$ cat config.mk
export PLATFORM = sky130hd
export DESIGN_NAME = mc_acc_core
export DESIGN_NICKNAME = d
export VERILOG_FILES = /design/src/rtl/mc_core_pkg.sv /design/src/rtl/mc_reg_file.sv /design/src/rtl/mc_acc_core.sv
export SDC_FILE = /design/constraint.sdc
export NUM_CORES = 1
export LEC_CHECK = 0
export CAP_MARGIN = 0
export CELL_PAD_IN_SITES_DETAIL_PLACEMENT = 0
export CELL_PAD_IN_SITES_GLOBAL_PLACEMENT = 2
export CORE_AREA = 3 3 190 192
export DETAILED_ROUTE_END_ITERATION = 10
export DIE_AREA = 0 0 193 195
export GPL_TIMING_DRIVEN = 1
export MAX_ROUTING_LAYER = met4
export PLACE_DENSITY = 0.88
export REMOVE_ABC_BUFFERS = 1
export SYNTH_ARGS = -nofsm -noshare
export SYNTH_HDL_FRONTEND = slang
export SYNTH_SLANG_ARGS = --single-unit
$ cat constraint.sdc
create_clock -name clk -period 9.8 [get_ports clk]
set_input_delay 1.47 -clock clk [delete_from_list [all_inputs] [get_ports clk]]
set_output_delay 1.47 -clock clk [all_outputs]
set_load 0.005 [all_outputs]
$ cat src/rtl/mc_core_pkg.sv
// Shared types for the multi-cycle accumulator core: opcodes, FSM states and
// the immediate sign-extension helper.
package mc_core_pkg;

  localparam int OP_W   = 4;
  localparam int SEXT_W = 64;

  typedef enum logic [OP_W-1:0] {
    OP_LDA  = 4'h0, OP_STA  = 4'h1, OP_JMP  = 4'h2, OP_JZ   = 4'h3,
    OP_ADD  = 4'h4, OP_SUB  = 4'h5, OP_AND  = 4'h6, OP_OR   = 4'h7,
    OP_NOT  = 4'h8, OP_MVTO = 4'h9, OP_MVFR = 4'hA, OP_ADDR = 4'hB,
    OP_ADDI = 4'hC, OP_NOP  = 4'hD, OP_HALT = 4'hE, OP_ILL  = 4'hF
  } opcode_e;

  typedef enum logic [2:0] {
    ST_FETCH, ST_DECODE, ST_MEM_RD, ST_MEM_WR, ST_HALT
  } state_e;

  // Sign-extend the low w bits of v to SEXT_W bits; callers truncate.
  function automatic logic [SEXT_W-1:0] sext(input logic [SEXT_W-1:0] v, input int w);
    logic [SEXT_W-1:0] hi;
    hi = {SEXT_W{1'b1}} << w;
    return (|(v & (hi >> 1) & ~hi)) ? (v | hi) : (v & ~hi);
  endfunction

endpackage

$ cat src/rtl/mc_reg_file.sv
// REG_CNT x DATA_W register file: one sync write port, one comb read port,
// R0 (the accumulator) always visible on acc.
module mc_reg_file #(
  parameter int DATA_W  = 16,
  parameter int REG_CNT = 8
) (
  input  logic                       clk,
  input  logic                       rst,
  input  logic                       we,
  input  logic [$clog2(REG_CNT)-1:0] waddr,
  input  logic [DATA_W-1:0]          wdata,
  input  logic [$clog2(REG_CNT)-1:0] raddr,
  output logic [DATA_W-1:0]          rdata,
  output logic [DATA_W-1:0]          acc
);

  logic [REG_CNT-1:0][DATA_W-1:0] regs;

  always_ff @(posedge clk) begin
    if (rst)     regs        <= '0;
    else if (we) regs[waddr] <= wdata;
  end

  assign rdata = regs[raddr];
  assign acc   = regs[0];

endmodule

$ cat src/rtl/mc_acc_core.sv
// Multi-cycle accumulator core: FETCH/DECODE/MEM_RD/MEM_WR/HALT control over a
// req/ack memory port with arbitrary wait states; R0 is the accumulator.
module mc_acc_core
  import mc_core_pkg::*;
#(
  parameter int                      DATA_W   = 16,
  parameter int                      REG_CNT  = 8,
  parameter logic [DATA_W-OP_W-1:0]  RESET_PC = '0,
  parameter int                      CNT_W    = 32,
  localparam int                     ADDR_W   = DATA_W - OP_W
) (
  input  logic              clk,
  input  logic              rst,
  output logic              mem_req,
  output logic              mem_we,
  output logic [ADDR_W-1:0] mem_addr,
  output logic [DATA_W-1:0] mem_wdata,
  input  logic [DATA_W-1:0] mem_rdata,
  input  logic              mem_ack,
  output logic [ADDR_W-1:0] pc,
  output logic [DATA_W-1:0] ir,
  output logic [DATA_W-1:0] acc,
  output logic              halted,
  output logic              illegal,
  output logic [CNT_W-1:0]  retired
);

  localparam int IDX_W = $clog2(REG_CNT);

  state_e              state;
  opcode_e             op;
  logic [ADDR_W-1:0]   operand;
  logic [DATA_W-1:0]   imm, ri, rf_wdata;
  logic [IDX_W-1:0]    rf_waddr;
  logic                rf_we, xfer;

  assign op      = opcode_e'(ir[DATA_W-1 -: OP_W]);
  assign operand = ir[ADDR_W-1:0];
  assign imm     = DATA_W'(sext(SEXT_W'(operand), ADDR_W));
  assign xfer    = mem_req && mem_ack;

  mc_reg_file #(.DATA_W(DATA_W), .REG_CNT(REG_CNT)) u_rf (
    .clk   (clk),
    .rst   (rst),
    .we    (rf_we),
    .waddr (rf_waddr),
    .wdata (rf_wdata),
    .raddr (operand[IDX_W-1:0]),
    .rdata (ri),
    .acc   (acc)
  );

  // Register ops write in DECODE; memory reads write R0 on the ack edge.
  always_comb begin
    rf_we    = 1'b0;
    rf_waddr = '0;
    rf_wdata = acc;
    if (state == ST_DECODE) begin
      case (op)
        OP_NOT:  begin rf_we = 1'b1; rf_wdata = ~acc;       end
        OP_MVTO: begin rf_we = 1'b1; rf_waddr = operand[IDX_W-1:0]; end
        OP_MVFR: begin rf_we = 1'b1; rf_wdata = ri;         end
        OP_ADDR: begin rf_we = 1'b1; rf_wdata = acc + ri;   end
        OP_ADDI: begin rf_we = 1'b1; rf_wdata = acc + imm;  end
        default: ;
      endcase
    end else if (state == ST_MEM_RD && xfer) begin
      rf_we = 1'b1;
      case (op)
        OP_ADD:  rf_wdata = acc + mem_rdata;
        OP_SUB:  rf_wdata = acc - mem_rdata;
        OP_AND:  rf_wdata = acc & mem_rdata;
        OP_OR:   rf_wdata = acc | mem_rdata;
        default: rf_wdata = mem_rdata;
      endcase
    end
  end

  // A state entered with mem_req low spends one idle cycle raising it; only
  // DECODE->FETCH raises it directly, since DECODE is itself an idle cycle.
  always_ff @(posedge clk) begin
    if (rst) begin
      state     <= ST_FETCH;
      pc        <= RESET_PC;
      ir        <= '0;
      mem_req   <= 1'b0;
      mem_we    <= 1'b0;
      mem_addr  <= '0;
      mem_wdata <= '0;
      halted    <= 1'b0;
      illegal   <= 1'b0;
      retired   <= '0;
    end else begin
      case (state)
        ST_FETCH: begin
          if (!mem_req) begin
            mem_req  <= 1'b1;
            mem_we   <= 1'b0;
            mem_addr <= pc;
          end else if (mem_ack) begin
            mem_req <= 1'b0;
            ir      <= mem_rdata;
            pc      <= pc + 1'b1;
            state   <= ST_DECODE;
          end
        end
        ST_DECODE: begin
          case (op)
            OP_LDA, OP_ADD, OP_SUB, OP_AND, OP_OR: state <= ST_MEM_RD;
            OP_STA:  state <= ST_MEM_WR;
            OP_HALT: begin state <= ST_HALT; halted <= 1'b1; end
            OP_ILL:  begin state <= ST_HALT; halted <= 1'b1; illegal <= 1'b1; end
            default: begin
              state   <= ST_FETCH;
              retired <= retired + 1'b1;
              mem_req <= 1'b1;
              mem_we  <= 1'b0;
              if (op == OP_JMP || (op == OP_JZ && acc == '0)) begin
                pc       <= operand;
                mem_addr <= operand;
              end else begin
                mem_addr <= pc;
              end
            end
          endcase
        end
        ST_MEM_RD, ST_MEM_WR: begin
          if (!mem_req) begin
            mem_req   <= 1'b1;
            mem_we    <= (state == ST_MEM_WR);
            mem_addr  <= operand;
            mem_wdata <= acc;
          end else if (mem_ack) begin
            mem_req <= 1'b0;
            mem_we  <= 1'b0;
            state   <= ST_FETCH;
            retired <= retired + 1'b1;
          end
        end
        default: mem_req <= 1'b0;
      endcase
    end
  end

endmodule

==> impl_metrics.csv <==
group,metric,value,unit
logic_synthesis,synth_ff_type,"dfxtp_1",
drt,routedWlPerCell,20.6,um
place,dp.cells,2037,
logic_synthesis,synth-edff-count,0,
cts,path_clk_slew,0.06,ns
global_route,grt_max_degree,76,
power_and_ir_drop,switching_share,27.7,%
critical_path,crit_family,"compound AO/OA/AOI/OAI gates",
layout,design_area,0.0151,mm^2
critical_path,critPathRequiredTime,10.18,ns
timing,min_period,4.93,ns
timing,finalHoldViolCount,0,
global_route,track_usage,23.2,%
timing,rsz0062_at_grt,"false",
critical_path,critical-path-slowest-cell,"buf_4",
flow_run,cap_viol_max_count,0,
cts,htreeDepth,1,
power_and_ir_drop,p_comb_share,14.2,%
drt,num_vias,11800,
floorplanning,dieArea,0.0376,mm^2
layout,fillers,3501,
cts,cts_sinks,223,
logic_synthesis,yosys.cell_count.top_type,"dfxtp_1",
logic_synthesis,synth_top_area_share,34.9,%
logic_synthesis,yosys_warnings,0,
floorplanning,die_w,193,um
layout,utilization,43.7,%
power_and_ir_drop,internal_power,0.00168,W
timing,relSlewSlack,19.4,%
logic_synthesis,syn-cell-area,0.0128,mm^2
drt,drc_errors,0,
power_and_ir_drop,seqPwrFrac,41.6,%
layout,diodes,0,
critical_path,worstPathArrival,5.31,ns
critical_path,critPathBufInv,1,
global_route,grt_first_pass_wirelength,66800,um
critical_path,cpMostUsedCell,"a21oi_1",
layout,layout.cells.non_filler,2087,
cts,cts_made_buffers,27,
cts,cts-hold-fix-buffers,0,
timing,hold_slack,0.449,ns
power_and_ir_drop,vdd_drop_max,191,uV
cts,clock_latency,0.55,ns
place,place_hpwl,29600,um
critical_path,critPathKind,"register to register",
timing,slew_viol_final,0,
min_path,hp-class,"register to register",
logic_synthesis,netlist_top_cells_count,"223 x dfxtp_1, 211 x nand2_1, 192 x nor2_1, 160 x a21oi_1, 82 x o21ai_0",
place,placed_area,0.0142,mm^2
layout,nets,1667,
critical_path,critical_path_peak_fanout,40,
timing,finalSetupViolCount,0,
critical_path,worst_path_largest_cell_delay,0.64,ns
global_route,antenna_found_initial,0,
timing,fin_crit_sh,50.3,%
logic_synthesis,async_flop_share,0,%
drt,vias_per_cell,5.66,
floorplanning,io_pins,127,
critical_path,endpoint_kind,"register",
place,numPortBuffers,126,
cts,clock_path_buffers,3,
power_and_ir_drop,switchingPower,0.000643,W
power_and_ir_drop,leakage,5.31,nW
logic_synthesis,yosysUniqueCellTypes,92,
drt,first_pass_iters,8,
logic_synthesis,synth_area_leaders,"dfxtp_1 35%, a21oi_1 6.3%, nand2_1 6.2%, nor2_1 5.6%, mux4_2 5.5%",
status,status,"finished, final reports clean",
power_and_ir_drop,pwr-share-clk,44.3,%
cts,post_cts_resize_count,0,
drt,antenna_left,0,
logic_synthesis,synth_seq_cells,223,
logic_synthesis,yosysSeqAreaShare,34.9,%
place,gp_congestion,0.946,
layout,drive_gt1_share,9.44,%
floorplanning,core_area,0.0345,mm^2
drt,drt_iter0_markers,1102,
cts,cts_tree,"built",
floorplanning,row_count,68,
logic_synthesis,avgSynthCellArea,8.22,um^2
timing,skew,0.0133,ns
timing,setup_tns,0,ns
global_route,grt_pass1_vias,11300,
logic_synthesis,synth_top_area_cell,"dfxtp_1",
global_route,grt_overflow_total,0,
power_and_ir_drop,power.density,154,mW/mm^2
floorplanning,fp.dieH,195,um
floorplanning,start_util,37.0,%
timing,worst_pin_slew,1.20,ns
timing,fmax,203,MHz
logic_synthesis,synthCells,1556,
critical_path,worst_setup_path_start_kind,"register",
drt,wl,43100,um
layout,synthToLayoutAreaGrowth,18.0,%
critical_path,path_cells,"buf_4 -> mux4_2 -> mux2i_1 -> a21oi_1 -> fa_1 -> a21o_1 -> a221oi_2 -> o221ai_1 -> a21oi_1 -> o21ai_0 -> xor2_1 -> a31oi_4 -> a211oi_1",
cts,cts_setup_buffers,0,
cts,cts_root_buf,"clkbuf_16",
layout,multi_input_area,0.00762,mm^2
layout,seq_area,0.00447,mm^2
==> state kept, by name, summed over array words and instances (netlist names) <==
name,flops
retired,32
halted,1
mem_addr,12
mem_req,1
ir,16
mem_we,1
u_rf.acc,16
illegal,1
u_rf.regs,112
pc,12
state,3
mem_wdata,16
==> worst register-to-register path: stages (launching register included) <==
cell and delay [ns]:
dfxtp_2 0.58, buf_4 0.64, mux4_2 0.63, mux2i_1 0.39, a21oi_1 0.20, fa_1 0.47, a21o_1 0.20, a221oi_2 0.32
o221ai_1 0.26, a21oi_1 0.27, o21ai_0 0.13, xor2_1 0.18, a31oi_4 0.36, a211oi_1 0.14
==> final timing paths <==
check	start	endpoint	slack, ns	depth (start not counted)
setup / recovery	ir[1]	u_rf.regs[78]	4.87	13
hold reg to reg	u_rf.regs[73]	u_rf.regs[73]	0.45	2
setup reg to reg	ir[1]	u_rf.regs[78]	4.87	13
hold / removal	u_rf.regs[73]	u_rf.regs[73]	0.45	2
==> final cells by class <==
type                            count  area share [%]
Sequential cell                   223            29.6
Inverter                           21           0.522
Timing Repair Buffer              149            9.51
Clock inverter                      9           0.788
Tap cell                          455            3.77
Clock buffer                       41            5.36
Multi-Input combinational cell   1189            50.5
==> power by group through the flow <==
stage / logic (W) / clock network (W) / registers, W
after global placement: 0.000326 / 0 / 0.000983
after detailed placement: 0.000326 / 0 / 0.000984
after CTS: 0.000327 / 0.00105 / 0.000964
final: 0.000328 / 0.00103 / 0.000964
after global routing: 0.000360 / 0.00108 / 0.000966
after floorplan: 0.000181 / 0 / 0.000976
==> cell families (layout without fill, tap and decap cells) <==
kind of cell / after synthesis / in the layout / share of synthesized area [%]
simple gates: 599 / 599 / 21.3
compound gates: 421 / 421 / 21.5
flops: 223 / 223 / 34.9
buf+inv: 144 / 220 / 5.65
mux: 71 / 71 / 8.74
xor+xnor: 60 / 60 / 4.11
fa+ha+maj: 38 / 38 / 3.81
==> per-stage QoR <==
step,setup slack [ns],total power [W]
6_report,4.87,0.00232
3_3_place_gp,4.67,0.00131
5_1_grt,4.57,0.00241
2_1_floorplan,4.96,0.00116
3_5_place_dp,4.65,0.00131
4_1_cts,4.89,0.00234
==> metal layers <==
| metal | vias up | GRT usage, % | part of all wire [%] | wire length (um) |
|---|---|---|---|---|
| met4 | 0 | 6.96 | 3.3 | 1410 |
| met3 | 78 | 3.11 | 6.8 | 2930 |
| met5 | - | - | 0 | 0 |
| met2 | 383 | 36.3 | 46 | 19700 |
| met1 | 5679 | 31.2 | 44 | 19100 |
| li1 | 5665 | - | - | - |
==> layout by cell type, fill, tap and decap left out, types with 7 or more instances in the layout <==
cell / count
a21o_1: 12
o21ai_0: 82
nor3_1: 33
a211oi_2: 10
and2_1: 8
mux2i_1: 37
nand3_1: 58
nor2_1: 191
or3_1: 12
buf_4: 23
a21oi_1: 160
a22oi_1: 7
nand4_1: 10
xnor2_1: 28
ha_1: 35
clkbuf_8: 8
nor2b_1: 7
inv_1: 19
a31oi_1: 13
xor2_1: 32
o22ai_1: 11
nand2b_1: 17
clkbuf_16: 27
a211oi_1: 37
nand2_1: 211
and3_1: 17
o211ai_1: 12
clkdlybuf4s50_1: 125
mux4_2: 31
o21ai_1: 7
o221ai_1: 10
dfxtp_1: 221
No activity file was read; power rests on OpenSTA's default activity.
